==> src/rtl/traffic_request_conditioner_if.sv <==
// Request/acknowledge bundle between the board pushbuttons, the request
// conditioner and the traffic light controller.
interface traffic_request_conditioner_if;
   logic       walk_NS_key;
   logic       walk_EW_key;
   logic       left_turn_key;
   logic       ack_walk_NS;
   logic       ack_walk_EW;
   logic       ack_left_turn;
   logic       walk_request_NS;
   logic       walk_request_EW;
   logic       left_turn_request;
   logic [2:0] press_pulse;

   // Drives keys and acks; observes the conditioned requests.
   modport master (
      output walk_NS_key, walk_EW_key, left_turn_key,
      output ack_walk_NS, ack_walk_EW, ack_left_turn,
      input  walk_request_NS, walk_request_EW, left_turn_request, press_pulse
   );

   // The conditioner itself.
   modport slave (
      input  walk_NS_key, walk_EW_key, left_turn_key,
      input  ack_walk_NS, ack_walk_EW, ack_left_turn,
      output walk_request_NS, walk_request_EW, left_turn_request, press_pulse
   );
endinterface

==> src/rtl/traffic_request_conditioner.sv <==
// Synchronises, debounces and press-edge detects three active-low buttons,
// then holds each press as a pending request until the controller acks it.
// Channel index: 2 = walk NS, 1 = walk EW, 0 = left turn.
module traffic_request_conditioner #(
   parameter int unsigned DEBOUNCE_CYCLES = 270000,
   parameter int unsigned DEBOUNCE_DEBUG  = 4,
   parameter int unsigned CNT_W           = 19
) (
   input  logic                         clk_27,
   input  logic                         reset,
   input  logic                         debug,
   traffic_request_conditioner_if.slave bus
);

   localparam logic [CNT_W-1:0] LimNormM1  = CNT_W'(DEBOUNCE_CYCLES - 1);
   localparam logic [CNT_W-1:0] LimDebugM1 = CNT_W'(DEBOUNCE_DEBUG - 1);

   logic [2:0]       key_raw;
   logic [2:0]       ack;
   logic [2:0]       s1_q, s2_q;
   logic [2:0]       db_q, db_d;
   logic [2:0]       db_dly_q;
   logic [2:0]       fall;
   logic [2:0]       pulse_q, pulse_d;
   logic [2:0]       req_q, req_d;
   logic [CNT_W-1:0] cnt_q [3];
   logic [CNT_W-1:0] cnt_d [3];
   logic [CNT_W-1:0] lim_m1;

   assign key_raw = {bus.walk_NS_key, bus.walk_EW_key, bus.left_turn_key};
   assign ack     = {bus.ack_walk_NS, bus.ack_walk_EW, bus.ack_left_turn};

   // A change of debug mid-count takes effect immediately; the >= compare
   // lets a counter already beyond the new limit commit on the next edge.
   assign lim_m1 = debug ? LimDebugM1 : LimNormM1;

   // Debounce: commit s2 into db once it has differed for L consecutive samples.
   always_comb begin
      db_d = db_q;
      for (int i = 0; i < 3; i++) begin
         cnt_d[i] = '0;
         if (s2_q[i] != db_q[i]) begin
            if (cnt_q[i] >= lim_m1) begin
               db_d[i] = s2_q[i];
            end else begin
               cnt_d[i] = cnt_q[i] + CNT_W'(1);
            end
         end
      end
   end

   // Press = debounced 1->0; a same-cycle press beats the ack so no press is lost.
   always_comb begin
      fall    = db_dly_q & ~db_q;
      pulse_d = fall;
      req_d   = fall | (req_q & ~ack);
   end

   // Synchroniser, debounce state and press delay line.
   always_ff @(posedge clk_27 or negedge reset) begin
      if (!reset) begin
         s1_q     <= 3'b111;
         s2_q     <= 3'b111;
         db_q     <= 3'b111;
         db_dly_q <= 3'b111;
      end else begin
         s1_q     <= key_raw;
         s2_q     <= s1_q;
         db_q     <= db_d;
         db_dly_q <= db_q;
      end
   end

   // Per-channel debounce counters.
   always_ff @(posedge clk_27 or negedge reset) begin
      if (!reset) begin
         for (int i = 0; i < 3; i++) begin
            cnt_q[i] <= '0;
         end
      end else begin
         for (int i = 0; i < 3; i++) begin
            cnt_q[i] <= cnt_d[i];
         end
      end
   end

   // Registered press strobes and pending request levels.
   always_ff @(posedge clk_27 or negedge reset) begin
      if (!reset) begin
         pulse_q <= 3'b000;
         req_q   <= 3'b000;
      end else begin
         pulse_q <= pulse_d;
         req_q   <= req_d;
      end
   end

   assign bus.walk_request_NS   = req_q[2];
   assign bus.walk_request_EW   = req_q[1];
   assign bus.left_turn_request = req_q[0];
   assign bus.press_pulse       = pulse_q;

endmodule

==> src/flat_wrapper.sv <==
// flat-port wrapper written by rule: the top's interface ports become plain ports
module traffic_request_conditioner_flat 
#(
   parameter int unsigned DEBOUNCE_CYCLES = 270000,
   parameter int unsigned DEBOUNCE_DEBUG  = 4,
   parameter int unsigned CNT_W           = 19
)
  (clk_27, reset, debug, bus_walk_NS_key, bus_walk_EW_key, bus_left_turn_key, bus_ack_walk_NS, bus_ack_walk_EW, bus_ack_left_turn, bus_walk_request_NS, bus_walk_request_EW, bus_left_turn_request, bus_press_pulse);
  traffic_request_conditioner_if bus_i ();
  input  logic clk_27;
  input  logic reset;
  input  logic debug;
  input wire logic [$bits(bus_i.walk_NS_key)-1:0] bus_walk_NS_key;
  input wire logic [$bits(bus_i.walk_EW_key)-1:0] bus_walk_EW_key;
  input wire logic [$bits(bus_i.left_turn_key)-1:0] bus_left_turn_key;
  input wire logic [$bits(bus_i.ack_walk_NS)-1:0] bus_ack_walk_NS;
  input wire logic [$bits(bus_i.ack_walk_EW)-1:0] bus_ack_walk_EW;
  input wire logic [$bits(bus_i.ack_left_turn)-1:0] bus_ack_left_turn;
  output wire logic [$bits(bus_i.walk_request_NS)-1:0] bus_walk_request_NS;
  output wire logic [$bits(bus_i.walk_request_EW)-1:0] bus_walk_request_EW;
  output wire logic [$bits(bus_i.left_turn_request)-1:0] bus_left_turn_request;
  output wire logic [$bits(bus_i.press_pulse)-1:0] bus_press_pulse;
  assign bus_i.walk_NS_key = bus_walk_NS_key;
  assign bus_i.walk_EW_key = bus_walk_EW_key;
  assign bus_i.left_turn_key = bus_left_turn_key;
  assign bus_i.ack_walk_NS = bus_ack_walk_NS;
  assign bus_i.ack_walk_EW = bus_ack_walk_EW;
  assign bus_i.ack_left_turn = bus_ack_left_turn;
  assign bus_walk_request_NS = bus_i.walk_request_NS;
  assign bus_walk_request_EW = bus_i.walk_request_EW;
  assign bus_left_turn_request = bus_i.left_turn_request;
  assign bus_press_pulse = bus_i.press_pulse;
  traffic_request_conditioner #(.DEBOUNCE_CYCLES(DEBOUNCE_CYCLES), .DEBOUNCE_DEBUG(DEBOUNCE_DEBUG), .CNT_W(CNT_W)) u_core (.clk_27(clk_27), .reset(reset), .debug(debug), .bus(bus_i));
endmodule
==> config.mk <==
export PLATFORM = sky130hd
export DESIGN_NAME = traffic_request_conditioner_flat
export DESIGN_NICKNAME = d
export VERILOG_FILES = /design/src/rtl/traffic_request_conditioner_if.sv /design/src/rtl/traffic_request_conditioner.sv /design/src/flat_wrapper.sv
export SDC_FILE = /design/constraint.sdc
export NUM_CORES = 1
export LEC_CHECK = 0
export BUFFER_PORTS_ARGS = -buffer_cell sky130_fd_sc_hd__buf_4
export CAP_MARGIN = 5
export CORE_UTILIZATION = 45
export CTS_BUF_LIST = sky130_fd_sc_hd__clkbuf_8
export DETAILED_ROUTE_END_ITERATION = 10
export HOLD_SLACK_MARGIN = 0.1
export PLACE_DENSITY_LB_ADDON = 0.08
export RECOVER_POWER = 25
export SETUP_SLACK_MARGIN = 0.3
export SLEW_MARGIN = 20
export SYNTH_ARGS = -nofsm -noshare
export SYNTH_HDL_FRONTEND = slang
export SYNTH_SLANG_ARGS = --single-unit
==> constraint.sdc <==
create_clock -name clk_27 -period 2.11 [get_ports clk_27]
set_input_delay 0.422 -clock clk_27 [delete_from_list [all_inputs] [get_ports clk_27]]
set_output_delay 0.422 -clock clk_27 [all_outputs]
set_load 0.01 [all_outputs]
# Word level (Yosys, flattened, before mapping)
# Cells that the tools add are included.
# classes
add_sub_neg	3
mux	7
n_lt_le_gt_ge	3
n_bitwise	5
reduce_logical	3
eq_ne	3
# ops
op	count
2-to-1 mux 19 bit	7
adder 19 x 1 -> 19 bit (second input constant)	3
greater-or-equal comparator 19 bit	3
bitwise AND 3 bit	2
NOT 3 bit	2
AND reduction 2 bit	3
!= test 1 bit	3
bitwise OR 3 bit	1
# word_totals
word_cells	35
input_bits	9
ff_bits	75
output_inout_bits	6

# Logic depth before layout (Yosys ltp)
# logic_depth
depth_word	4
ltp_mapped	7
ltp_nobuf	6

# Least setup slack after synthesis
# Ideal clock, no wire load.
# synth_path
kind	reg2reg
start	reg u_core.cnt_q[15] (netlist name)
end	reg u_core.db_q[2]
synth_period_minus_slack_ps	1978
required_time_ps	2028
stages_incl_launch_ff	6
setup_time_ps	82
path_buffers	0
path_slack_ps	132
t_arrival_ps	1896
path_cell_list	dfrtp_1 -> or4_4 -> nor3_1 -> a41oi_2 -> o21ai_0 -> mux2_2
# synth_via
elab_chain_cells	2
# synth_rtl
element	line_no	text
start: declaration	traffic_request_conditioner.sv:26	logic [CNT_W-1:0] cnt_q [3];
start signal: indexed assignment	traffic_request_conditioner.sv:82	cnt_q[i] <= cnt_d[i];
greater-or-equal comparator 19 bit	traffic_request_conditioner.sv:43	if (cnt_q[i] >= lim_m1) begin
AND reduction 2 bit (no line)	-	
end signal: assignment	traffic_request_conditioner.sv:64	db_q <= 3'b111;
end signal: assignment	traffic_request_conditioner.sv:69	db_q <= db_d;
end: declaration	traffic_request_conditioner.sv:21	logic [2:0] db_q, db_d;
# No other way between the ends.
# A chain may end at the register's enable or synchronous reset.

==> impl_metrics.json <==
{
  "crit_required_ns": 2.38,
  "synth_seq_cells": 75,
  "cp-end-kind": "flip-flop",
  "path_class": "flip-flop to flip-flop",
  "hold_violations": 0,
  "critPathMaxFanout": 8,
  "grt_pass1_vias": 2801,
  "cts_sinks": 75,
  "clock_latency_ns": 0.34,
  "gp_congestion": 0.868,
  "syn_area_mm2": 0.00393,
  "netlist.area_leader.share": 0.402,
  "wire_per_inst_um": 14.4,
  "area_delta_synth_final_pct": 33.8,
  "synth_cells": 377,
  "final_common_cell": "dfrtp_1",
  "yosysSeqAreaShare": 0.482,
  "synth_fa_ha_area_frac": 0.0956,
  "grt_max_degree": 33,
  "drive_above_1_share": 0.361,
  "dr.pass1.iters": 4,
  "max_slew.worst_pin.slew_ns": 0.780,
  "dieArea_mm2": 0.00910,
  "die_w_um": 95.4,
  "yosysUniqueCellTypes": 38,
  "drv.max_cap_violation_count": 0,
  "ant_nets": 0,
  "nets": 477,
  "synth_edf_count": 0,
  "max-slew-margin-rel": 0.480,
  "htreeDepth": 3,
  "period_needed_ns": 2.05,
  "synth_top_family_by_area": "simple AND/OR/NAND/NOR gates",
  "finalClockSkew_ns": 0.0106,
  "antenna_found_initial": 0,
  "drc": 0,
  "power.leakage_nw": 2.27,
  "status": "complete, no violations",
  "vias_per_cell": 5.38,
  "rsz0062_at_grt": "yes",
  "diodes": 0,
  "synth_flop_cell": "dfrtp_1",
  "chipHeight_um": 95.4,
  "cts_tree": "built",
  "synthMuxAreaShare": 0.00860,
  "root_buffer": "clkbuf_8",
  "drt_iter0_drc": 70,
  "coreArea_mm2": 0.00834,
  "total_power_mw": 3.04,
  "synth_async_sr_flop_share": 1.00,
  "numCtsBuffers": 9,
  "timing.final.crit_share": 0.969,
  "track_usage": 0.185,
  "rows": 33,
  "setup_viol": 0,
  "synth_xor_area_frac": 0.120,
  "path_clk_slew_ns": 0.08,
  "cp.arrival_ns": 2.32,
  "p_per_area_mw_per_mm2": 578,
  "via_count": 2948,
  "synth_compound_area_frac": 0.0660,
  "io_pins": 15,
  "yosys_warnings": 0,
  "yosys-top-cells-area": "dfrtp_1 (40%), ha_1 (9.6%), xor2_1 (8.5%)",
  "wirelength_mm": 7.89,
  "critPathLaunchType": "flip-flop",
  "clk_path_buf_depth": 2,
  "yosys.area_share.simple": 0.210,
  "yosysTopAreaCell": "dfrtp_1",
  "synth_nets": 416,
  "layout_common_cells": "dfrtp_1 (59), nor2_4 (43), buf_4 (39)",
  "fmax_ghz": 0.489,
  "start_util": 0.471,
  "ir_worst_vdd_v": 0.000375,
  "gr-total-overflow": 0,
  "avgSynthCellArea_um2": 10.4,
  "drv_slew": 0,
  "io_buffer_count": 14,
  "grt_pass1_wl_mm": 12.9,
  "worstHoldPathType": "input port to flip-flop",
  "hpwl_mm": 5.38,
  "final_core_util": 0.630
}
-- critical path: stages, from the launching register on --
cell and delay [ns]:
dfrtp_1 0.38, or4_4 0.55, o32a_1 0.37, a41oi_2 0.21, nand3_2 0.18, buf_12 0.21
nor2_4 0.08
-- path summary, 6_finish.rpt --
kind	startpoint	to	slack (ns)	depth (start not counted)
max	u_core.cnt_q[32]	u_core.cnt_q[26]	0.06	6
min	bus_walk_EW_key	u_core.s1_q[1]	0.18	1
max reg2reg	u_core.cnt_q[32]	u_core.cnt_q[26]	0.06	6
min reg2reg	u_core.s1_q[2]	u_core.s2_q[2]	0.36	0
max in group asynchronous	reset	u_core.s2_q[1]	0.64	3
min in group asynchronous	reset	u_core.cnt_q[37]	0.70	2
-- Yosys cell counts (all sizes together), types with 5 or more instances --
cell type	instances
nor2	70
dfrtp	63
xor2	38
ha	30
nand3	21
nand2	20
xnor2	16
nand4	15
dfstp	12
inv	10
and3	9
nor3	8
o21ai	6
and2	5
-- sequential cells by signal, indices dropped and copies added (netlist names) --
| register | count |
|---|---|
| u_core.cnt_q | 57 |
| u_core.bus.press_pulse | 3 |
| u_core.db_dly_q | 3 |
| u_core.db_q | 3 |
| u_core.req_q | 3 |
| u_core.s1_q | 3 |
| u_core.s2_q | 3 |
-- cell type report --
cell class                 instances  area (µm²)
tap                              105         131
clock buffer                       9         124
clock inverter                     7         110
timing repair buffer              54         495
fill                             687        3090
inverter                          10        37.5
sequential                        75        1900
multi-input combinational        288        2460
-- timing repair --
action,in CTS,in global routing
buffers inserted,6,8
hold buffers,1,0
gates resized for setup,25,91
endpoints found under the setup margin,60,60
hold endpoints to repair,23,0
pin swaps,32,11
-- report_power, final --
group	total [mW]	switching, mW	internal, mW
Combinational	0.253	0.146	0.108
Sequential	1.49	0.0252	1.47
Clock	1.29	0.515	0.775
Total	3.04	0.686	2.35
-- stage by stage --
step           std cells  setup TNS [ns]  cell area [µm²]  hold WS (ns)  worst slack, ns
6_report             548               0             5250         0.184           0.0646
5_1_grt              548         -0.0101             5250         0.162         -0.00527
4_1_cts              540               0             4850         0.159            0.102
3_5_place_dp         517           -7.17             4470         0.347           -0.193
3_3_place_gp         517           -5.07             4470         0.346           -0.128
2_1_floorplan        377               0             4030         0.126            0.159
-- per-layer routing --
metal | wire [µm] | share of wire | up-vias | GRT usage
met4 | 78 | 0.0099 | 0 | 0.0522
met1 | 3710 | 0.47 | 1461 | 0.242
met2 | 3930 | 0.50 | 31 | 0.305
met5 | 0 | 0 | - | 0
li1 | - | - | 1448 | -
met3 | 179 | 0.023 | 8 | 0.0455
-- cells by family (layout without fill, tap and decap cells) --
logic type | count (synthesis) | in the layout
and+or+nand+nor | 167 | 167
DFF | 75 | 75
xor gates and xnor gates | 54 | 54
AOI/OAI and AO/OA | 34 | 34
adders and majority gates | 30 | 30
buffers and inverters | 14 | 80
muxes | 3 | 3
Power figures use the tool's default switching activity.
